===== src/rtl/adc_capture_ctrl.sv =====
// ADC capture controller: decimated conversion requests, sample FIFO and a Wishbone
// register file with level interrupt.
module adc_capture_ctrl #(
    parameter int unsigned DW      = 12,
    parameter int unsigned DEPTH   = 8,
    parameter int unsigned TIMEOUT = 63
) (
    input  logic          wb_clk_o,
    input  logic          rst_pad_i,
    input  logic          adc_clk,
    input  logic [1:0]    wb_adr_i,
    input  logic [31:0]   wb_dat_i,
    input  logic          wb_we_i,
    input  logic          wb_stb_i,
    input  logic          wb_cyc_i,
    output logic [31:0]   wb_dat_o,
    output logic          wb_ack_o,
    output logic          conv_start_o,
    input  logic          conv_done_i,
    input  logic [DW-1:0] conv_data_i,
    output logic          irq_o
);

    localparam int unsigned AW = $clog2(DEPTH);
    localparam int unsigned TW = $clog2(TIMEOUT + 1);

    typedef enum logic [1:0] {StIdle, StStart, StWait, StStore} state_e;

    state_e          state_q, state_d;
    logic [TW-1:0]   tmr_q, tmr_d;
    logic [DW-1:0]   sample_q, sample_d;
    logic            adc_q;
    logic [3:0]      decim_cnt_q;
    logic            en_q;
    logic [3:0]      decim_q;
    logic [4:0]      thresh_q;
    logic            ovf_q, tmo_q;
    logic [4:0]      count_q;
    logic [AW-1:0]   rd_ptr_q, wr_ptr_q;
    logic [DW-1:0]   mem_q [DEPTH];
    logic            ack_q;
    logic [31:0]     dat_q;
    logic            irq_q;

    logic            wb_req, wr_en, rd_en, adc_edge, trigger;
    logic            full, empty, push, pop, drop, tmo_set, busy;
    logic [31:0]     rd_data;
    logic            unused_dat;

    assign wb_req   = wb_cyc_i & wb_stb_i & ~ack_q;
    assign wr_en    = wb_req & wb_we_i;
    assign rd_en    = wb_req & ~wb_we_i;
    assign adc_edge = adc_clk & ~adc_q;
    assign busy     = (state_q != StIdle);
    assign trigger  = adc_edge & en_q & ~busy & (decim_cnt_q == decim_q);
    assign full     = (count_q == 5'(DEPTH));
    assign empty    = (count_q == 5'd0);
    assign pop      = rd_en & (wb_adr_i == 2'd2) & ~empty;

    assign unused_dat = ^wb_dat_i[31:8];

    always_comb begin
        state_d  = state_q;
        tmr_d    = tmr_q;
        sample_d = sample_q;
        push     = 1'b0;
        drop     = 1'b0;
        tmo_set  = 1'b0;
        case (state_q)
            StIdle: begin
                if (trigger) state_d = StStart;
            end
            StStart: begin
                tmr_d   = '0;
                state_d = StWait;
            end
            StWait: begin
                if (conv_done_i) begin
                    sample_d = conv_data_i;
                    state_d  = StStore;
                end else if (tmr_q == TW'(TIMEOUT - 1)) begin
                    tmo_set = 1'b1;
                    state_d = StIdle;
                end else begin
                    tmr_d = tmr_q + TW'(1);
                end
            end
            StStore: begin
                if (full) drop = 1'b1;
                else      push = 1'b1;
                state_d = StIdle;
            end
            default: state_d = StIdle;
        endcase
    end

    always_comb begin
        rd_data = '0;
        case (wb_adr_i)
            2'd0: rd_data = {24'd0, decim_q, 3'd0, en_q};
            2'd1: rd_data = {19'd0, count_q, 5'd0, tmo_q, ovf_q, busy};
            2'd2: rd_data = empty ? 32'd0 : {{(32 - DW){1'b0}}, mem_q[rd_ptr_q]};
            2'd3: rd_data = {27'd0, thresh_q};
            default: rd_data = '0;
        endcase
    end

    always_ff @(posedge wb_clk_o or posedge rst_pad_i) begin
        if (rst_pad_i) begin
            state_q <= StIdle;
            tmr_q   <= '0;
            sample_q <= '0;
        end else begin
            state_q <= state_d;
            tmr_q   <= tmr_d;
            sample_q <= sample_d;
        end
    end

    always_ff @(posedge wb_clk_o or posedge rst_pad_i) begin
        if (rst_pad_i) begin
            adc_q       <= 1'b0;
            decim_cnt_q <= '0;
            en_q        <= 1'b0;
            decim_q     <= '0;
            thresh_q    <= '0;
            ovf_q       <= 1'b0;
            tmo_q       <= 1'b0;
            count_q     <= '0;
            rd_ptr_q    <= '0;
            wr_ptr_q    <= '0;
            ack_q       <= 1'b0;
            dat_q       <= '0;
            irq_q       <= 1'b0;
        end else begin
            adc_q <= adc_clk;
            ack_q <= wb_req;
            if (wb_req) dat_q <= rd_data;

            if (wr_en && wb_adr_i == 2'd0) begin
                en_q    <= wb_dat_i[0];
                decim_q <= wb_dat_i[7:4];
            end
            if (wr_en && wb_adr_i == 2'd3) thresh_q <= wb_dat_i[4:0];

            // Edges seen while a conversion is in flight do not advance the count.
            if (!en_q) begin
                decim_cnt_q <= '0;
            end else if (adc_edge && !busy) begin
                decim_cnt_q <= (decim_cnt_q == decim_q) ? 4'd0 : decim_cnt_q + 4'd1;
            end

            if (drop) ovf_q <= 1'b1;
            else if (wr_en && wb_adr_i == 2'd1 && wb_dat_i[1]) ovf_q <= 1'b0;
            if (tmo_set) tmo_q <= 1'b1;
            else if (wr_en && wb_adr_i == 2'd1 && wb_dat_i[2]) tmo_q <= 1'b0;

            if (push) wr_ptr_q <= wr_ptr_q + AW'(1);
            if (pop)  rd_ptr_q <= rd_ptr_q + AW'(1);
            if (push && !pop)      count_q <= count_q + 5'd1;
            else if (pop && !push) count_q <= count_q - 5'd1;

            irq_q <= ((thresh_q != 5'd0) && (count_q >= thresh_q)) || ovf_q || tmo_q;
        end
    end

    always_ff @(posedge wb_clk_o) begin
        if (push) mem_q[wr_ptr_q] <= sample_q;
    end

    assign wb_ack_o     = ack_q;
    assign wb_dat_o     = dat_q;
    assign conv_start_o = (state_q == StStart);
    assign irq_o        = irq_q;

endmodule


===== config.mk =====
export PLATFORM = sky130hd
export DESIGN_NAME = adc_capture_ctrl
export DESIGN_NICKNAME = d
export VERILOG_FILES = /design/src/rtl/adc_capture_ctrl.sv
export SDC_FILE = /design/constraint.sdc
export NUM_CORES = 1
export LEC_CHECK = 0
export CAP_MARGIN = 0
export CORE_UTILIZATION = 52
export DETAILED_ROUTE_END_ITERATION = 16
export PLACE_DENSITY = 0.86
export SYNTH_ARGS = -nofsm -noshare
export SYNTH_HDL_FRONTEND = slang
export SYNTH_SLANG_ARGS = --single-unit
export TNS_END_PERCENT = 100

===== constraint.sdc =====
create_clock -name wb_clk_o -period 6.2 [get_ports wb_clk_o]
set_input_delay 1.24 -clock wb_clk_o [delete_from_list [all_inputs] [get_ports wb_clk_o]]
set_output_delay 1.24 -clock wb_clk_o [all_outputs]
set_load 0.03 [all_outputs]

-- Yosys cells after proc, flatten, opt, wreduce, memory -nomap -nowiden
Memory sizes are Yosys's and may differ from the RTL's.
Cells that the tools add are included.
- input bits: 53
- word-level logic and storage cells: 106
- memory bits (writable): 96
- flip-flop bits (word level): 82
- memories kept: 1
- output and inout port bits: 35
- eq/ne operators: 14
- multiplexer cells: 27
- add/sub/neg operators: 6
- bitwise logic cells: 15
- $lt $le $gt $ge: 1
- reduce and logical (&&, ||, !) cells: 26
- memory list (memory ; words ; bits a word ; rd ports ; clocked after Yosys merged registers in ; wr ports ; RTL line ; RTL):
    mem_q ; 8 ; 12 ; 1 ; 0 ; 1 ; 40 ; logic [DW-1:0] mem_q [DEPTH];
- operators with widths (operator ; count):
    $pmux 32 s4 ; 1
    $mux 1 ; 13
    $mux 12 ; 1
    $mux 4 ; 3
    $mux 6 ; 2
    $pmux 6 s2 ; 1
    $and 1x1->1 ; 10
    $mux 5 ; 2
    $reduce_bool 2->1 ; 5
    $logic_and 1x1->1 ; 9
    $eq 2x2->1 const B ; 4
    $pmux 2 s4 ; 1
    $add 3x1->3 const B ; 2
    $add 6x1->6 const B ; 1
    $eq 6x6->1 const B ; 1
    $mux 2 ; 3
    $ne 2x2->1 const B ; 3
    $add 5x1->5 const B ; 1
    $eq 5x4->1 const B ; 1
    $ge 5x5->1 ; 1
    $logic_not 5->1 ; 1
    $not 1->1 ; 5
    $reduce_bool 5->1 ; 1
    $sub 5x1->5 const B ; 1
    10 further kinds ; 16

-- Longest topological paths before layout
- word-level depth: 8
- depth in mapped cells: 12
- depth with buffers taken out: 12

-- Least setup slack after synthesis
No wires, ideal clock.
- path kind: input to register
- from: input wb_stb_i
- to: register count_q[4]
- library setup time: 0.080 ns
- required time: 6.120 ns
- slack: 2.850 ns
- data arrival time: 3.271 ns
- buffers on the path: 0
- stages: 12
- cells stage by stage: nand3b_1 inv_1 o2111ai_2 nor2_2 inv_1 ha_1 inv_1 ha_1 a21o_1 a21oi_1 mux2i_1 xnor2_1
- longest elaborated chain between the ends: 8
- elaborated cells between the ends (all ways): 10
- classes of those cells: mux (1); bitwise (5); reduce/logical (4)
- RTL lines (what ; RTL line ; RTL):
    start, declared ; 14 ; input logic wb_stb_i,
    $and 1x1->1 * (2 in series) ; 50 ; assign wb_req = wb_cyc_i & wb_stb_i & ~ack_q;
    $and 1x1->1 * ; 52 ; assign rd_en = wb_req & ~wb_we_i;
    $and 1x1->1 * (2 in series) ; 58 ; assign pop = rd_en & (wb_adr_i == 2'd2) & ~empty;
    $logic_not 1->1 ; 160 ; if (push && !pop) count_q <= count_q + 5'd1;
    $logic_and 1x1->1 ; 160 ;
    $mux 5 or $reduce_bool 2->1 (tied branches) ; n/a ;
    end signal, assigned ; 160 ;
    end signal, assigned ; 161 ; else if (pop && !push) count_q <= count_q - 5'd1;
    end, declared ; 38 ; logic [4:0] count_q;
Mark *: on every way between the ends. The rest lies on a longest branch, timed or not.
A chain may end at the register's enable or synchronous reset.

-- Worst setup path in the final report
Ends and elaborated chain as after synthesis.

==> metrics.md <==
| Metric | Value |
|---|---|
| Fmax | `231.2 MHz` |
| Post-CTS setup buffer count | `0` |
| Hold buffers post-CTS | `0` |
| Max IR drop VDD | `285.3 uV` |
| Predominant post-synthesis flop cell | `edfxtp_1` |
| Reg2Reg Setup Slack | `2.70 ns` |
| Power Dens Cells | `460.1 nW/um^2` |
| Drt via density | `5.633` |
| Yosys warns | `0` |
| GRT Residual Overflow | `0` |
| Global Route Usage Sum | `21.76%` |
| # setup viols final | `0` |
| Hold depth | `2` |
| Setup TNS | `0 ns` |
| DIE WIDTH | `116.8 um` |
| Largest net degree at the start of global routing | `64` |
| EDFF count, synth | `96` |
| Cell Area, Placed | `7445 um^2` |
| Reg2reg end | `count_q[4]` |
| DRT Wirelength | `13200 um` |
| Status | `finished, final reports clean` |
| CTS tree | `yes` |
| Worst EP arrival | `4.68 ns` |
| Worst R2R Path Depth | `13` |
| Worst hold path class | `reg2reg` |
| Crit path time final | `4.325 ns` |
| CTS buffer count | `17` |
| Final Cell Area | `8041 um^2` |
| Iter 0 DRT Violations | `251` |
| Post-DP HPWL | `8725 um` |
| Vias in the first global route | `3910` |
| Combinational power share | `26.5%` |
| Yosys cell types | `51` |
| Global-route wire length before repair | `20910 um` |
| CP max FO | `17` |
| #FFs+latches synth | `159` |
| CTS resizes | `0` |
| Synth Instances | `455` |
| Critical path endpoint category | `flop` |
| Initial antenna violation count | `0` |
| Slew headroom | `19.66%` |
| Vias | `3926` |
| Fin. max-slew vios | `0` |
| Die span in y | `116.8 um` |
| Nets | `584` |
| I/O pin total | `88` |
| Layout Cells excl Fill | `697` |
| Area growth syn-to-layout | `17.37%` |
| Final-report hold violation count | `0` |
| Max-Cap Viols | `0` |
| Clock-pin slew on the worst setup and hold paths | `0.06 ns` |
| Power Internal | `2.548 mW` |
| Worst Tran Pin Value | `1.205 ns` |
| Post-route DRC violation count | `0` |
| Clock sinks | `159` |
| GP Congestion | `0.8238` |
| Synthesized area | `6852 um^2` |
| Later-pin clock latency in the skew report | `0.43 ns` |
| Buffers on Ports | `44` |
| Antenna Cells | `0` |
| Rows | `41` |
| Worst R2R Start | `wb_ack_o` |
| Period utilization | `69.75%` |
| Most frequent cells in the layout | `96 x edfxtp_1, 63 x dfrtp_1, 44 x clkdlybuf4s50_1` |
| Static leakage | `3.037 nW` |
| Clk_skew | `0.01261 ns` |
| DRT antenna net count | `0` |
| Core ar. | `12720 um^2` |
| Clk pwr share | `28.4%` |
| Root Driver | `clkbuf_16` |
| Unrepaired setup endpoints after global routing | `no` |
| Final worst-path setup slack | `1.875 ns` |
| FILL cells | `912` |
| Clk buf depth | `2` |
| Inst Count DP | `665` |
| Asr flop ratio synth | `39.62%` |
| Routed WL per cell | `18.93 um` |
| H-tree depth | `4` |
| Hold_sp | `wb_dat_o[12]` |
| Req. time, crit path | `6.55 ns` |
| Worst hold path endpoint | `wb_dat_o[12]` |
| Switch share | `31.14%` |
| Critical path type | `in2reg` |
| Seq pwr share | `45.1%` |
| Initial core utilization | `53.86%` |
| Full die area | `13640 um^2` |
| DR pass1 iterations | `5` |
| Post-place setup slack | `1.461 ns` |
| Switch Pwr | `1.152 mW` |
| CP Launch Type | `primary input` |
| Most common cell after layout, fill and taps aside | `edfxtp_1` |
| Sequential share of the synthesized area | `65.08%` |
| Layout cells sized above 1 | `16.95%` |
| Synth Area per Inst | `15.06 um^2` |
[metal layers]
layer / global-route usage [%] / wire, um / vias up
met5: 0 / 0 / -
met4: 8.608 / 132 / 0
li1: - / - / 1787
met3: 5.510 / 773 / 12
met1: 27.37 / 5501 / 1989
met2: 36.49 / 6790 / 138
[Yosys cell counts, types with 2 or more instances]
cell / count / area, um^2
edfxtp_1: 96 / 2883
dfrtp_1: 63 / 1577
nor2_1: 27 / 101.4
mux4_2: 24 / 540.5
nand2_1: 23 / 86.33
buf_4: 20 / 150.1
mux2_2: 19 / 214.0
a21oi_1: 18 / 90.09
ha_1: 18 / 225.2
inv_1: 18 / 67.56
mux2i_1: 16 / 160.2
o21ai_0: 14 / 70.07
o22ai_1: 10 / 62.56
xor2_1: 9 / 78.83
xnor2_1: 8 / 70.07
clkbuf_1: 7 / 26.28
nand2b_1: 5 / 31.28
nand3_1: 5 / 25.02
nand4_1: 5 / 31.28
nor3_1: 5 / 25.02
buf_2: 4 / 20.02
a21o_1: 3 / 22.52
and3_1: 3 / 18.77
buf_1: 3 / 11.26
nor2b_1: 3 / 18.77
nor4_1: 3 / 18.77
a31oi_1: 2 / 12.51
[per-stage QoR]
stage | power [mW] | hold slack [ns] | utilization (%)
2_1_floorplan | 2.353 | 0.4805 | -
3_3_place_gp | 2.593 | 0.4532 | 58.52
3_5_place_dp | 2.671 | 0.4596 | 58.52
4_1_cts | 3.730 | 0.4728 | 63.21
5_1_grt | 3.888 | 0.5112 | 63.21
6_report | 3.700 | 0.4685 | 63.21
[flip-flops by register name (all words and copies together), names as in the netlist]
| register | flops |
|---|---|
| ovf_q | 1 |
| state_q | 2 |
| sample_q | 12 |
| mem_q | 96 |
| en_q | 1 |
| decim_q | 4 |
| decim_cnt_q | 4 |
| wb_ack_o | 1 |
| tmr_q | 6 |
| adc_q | 1 |
| wb_dat_o | 13 |
| count_q | 5 |
| irq_o | 1 |
| thresh_q | 5 |
| tmo_q | 1 |
| rd_ptr_q | 3 |
| wr_ptr_q | 3 |
[power groups by stage]
stage	sequential [mW]	combinational [mW]	clock, mW
final	1.67	0.979	1.05
after global routing	1.70	1.08	1.11
after CTS	1.67	0.995	1.07
after detailed placement	1.69	0.983	0
after global placement	1.66	0.936	0
after floorplan	1.63	0.720	0
[worst max-delay path: stages]
cell,delay [ns]
clkdlybuf4s50_1,0.45
nand3b_1,0.08
buf_4,0.20
inv_1,0.38
o2111ai_2,0.48
nor2_2,0.35
inv_1,0.08
ha_1,0.23
inv_1,0.13
ha_1,0.28
a21o_1,0.19
a21oi_1,0.20
mux2i_1,0.24
xnor2_1,0.13
[worst max path at each step]
stage	endpoint	start
after detailed placement	count_q[4]	wb_stb_i
after global routing	count_q[4]	wb_stb_i
after floorplan	count_q[4]	wb_stb_i
after CTS	count_q[4]	wb_stb_i
final	count_q[4]	wb_stb_i
after global placement	count_q[4]	wb_stb_i
[logic make-up (layout without fill, tap and decap cells)]
family	Yosys count	after routing	share of synthesized area, %
fa+ha+maj	19	19	3.579
xor+xnor	17	17	2.173
buf+inv	53	105	4.090
flops	159	159	65.08
mux	60	60	13.57
simple gates	86	86	6.027
compound gates	60	60	5.424
other cells	1	19	0.05473
[cell type report]
type                            count  area, um^2  area share [%]
Clock buffer                       20       436.7           5.430
Clock inverter                     12       160.2           1.992
Inverter                           18       67.56          0.8402
Multi-Input combinational cell    261        2180           27.10
Sequential cell                   159        4459           55.45
Tap cell                          172       215.2           2.676
Timing Repair Buffer               55       523.0           6.504
Power figures use the tool's default switching activity.
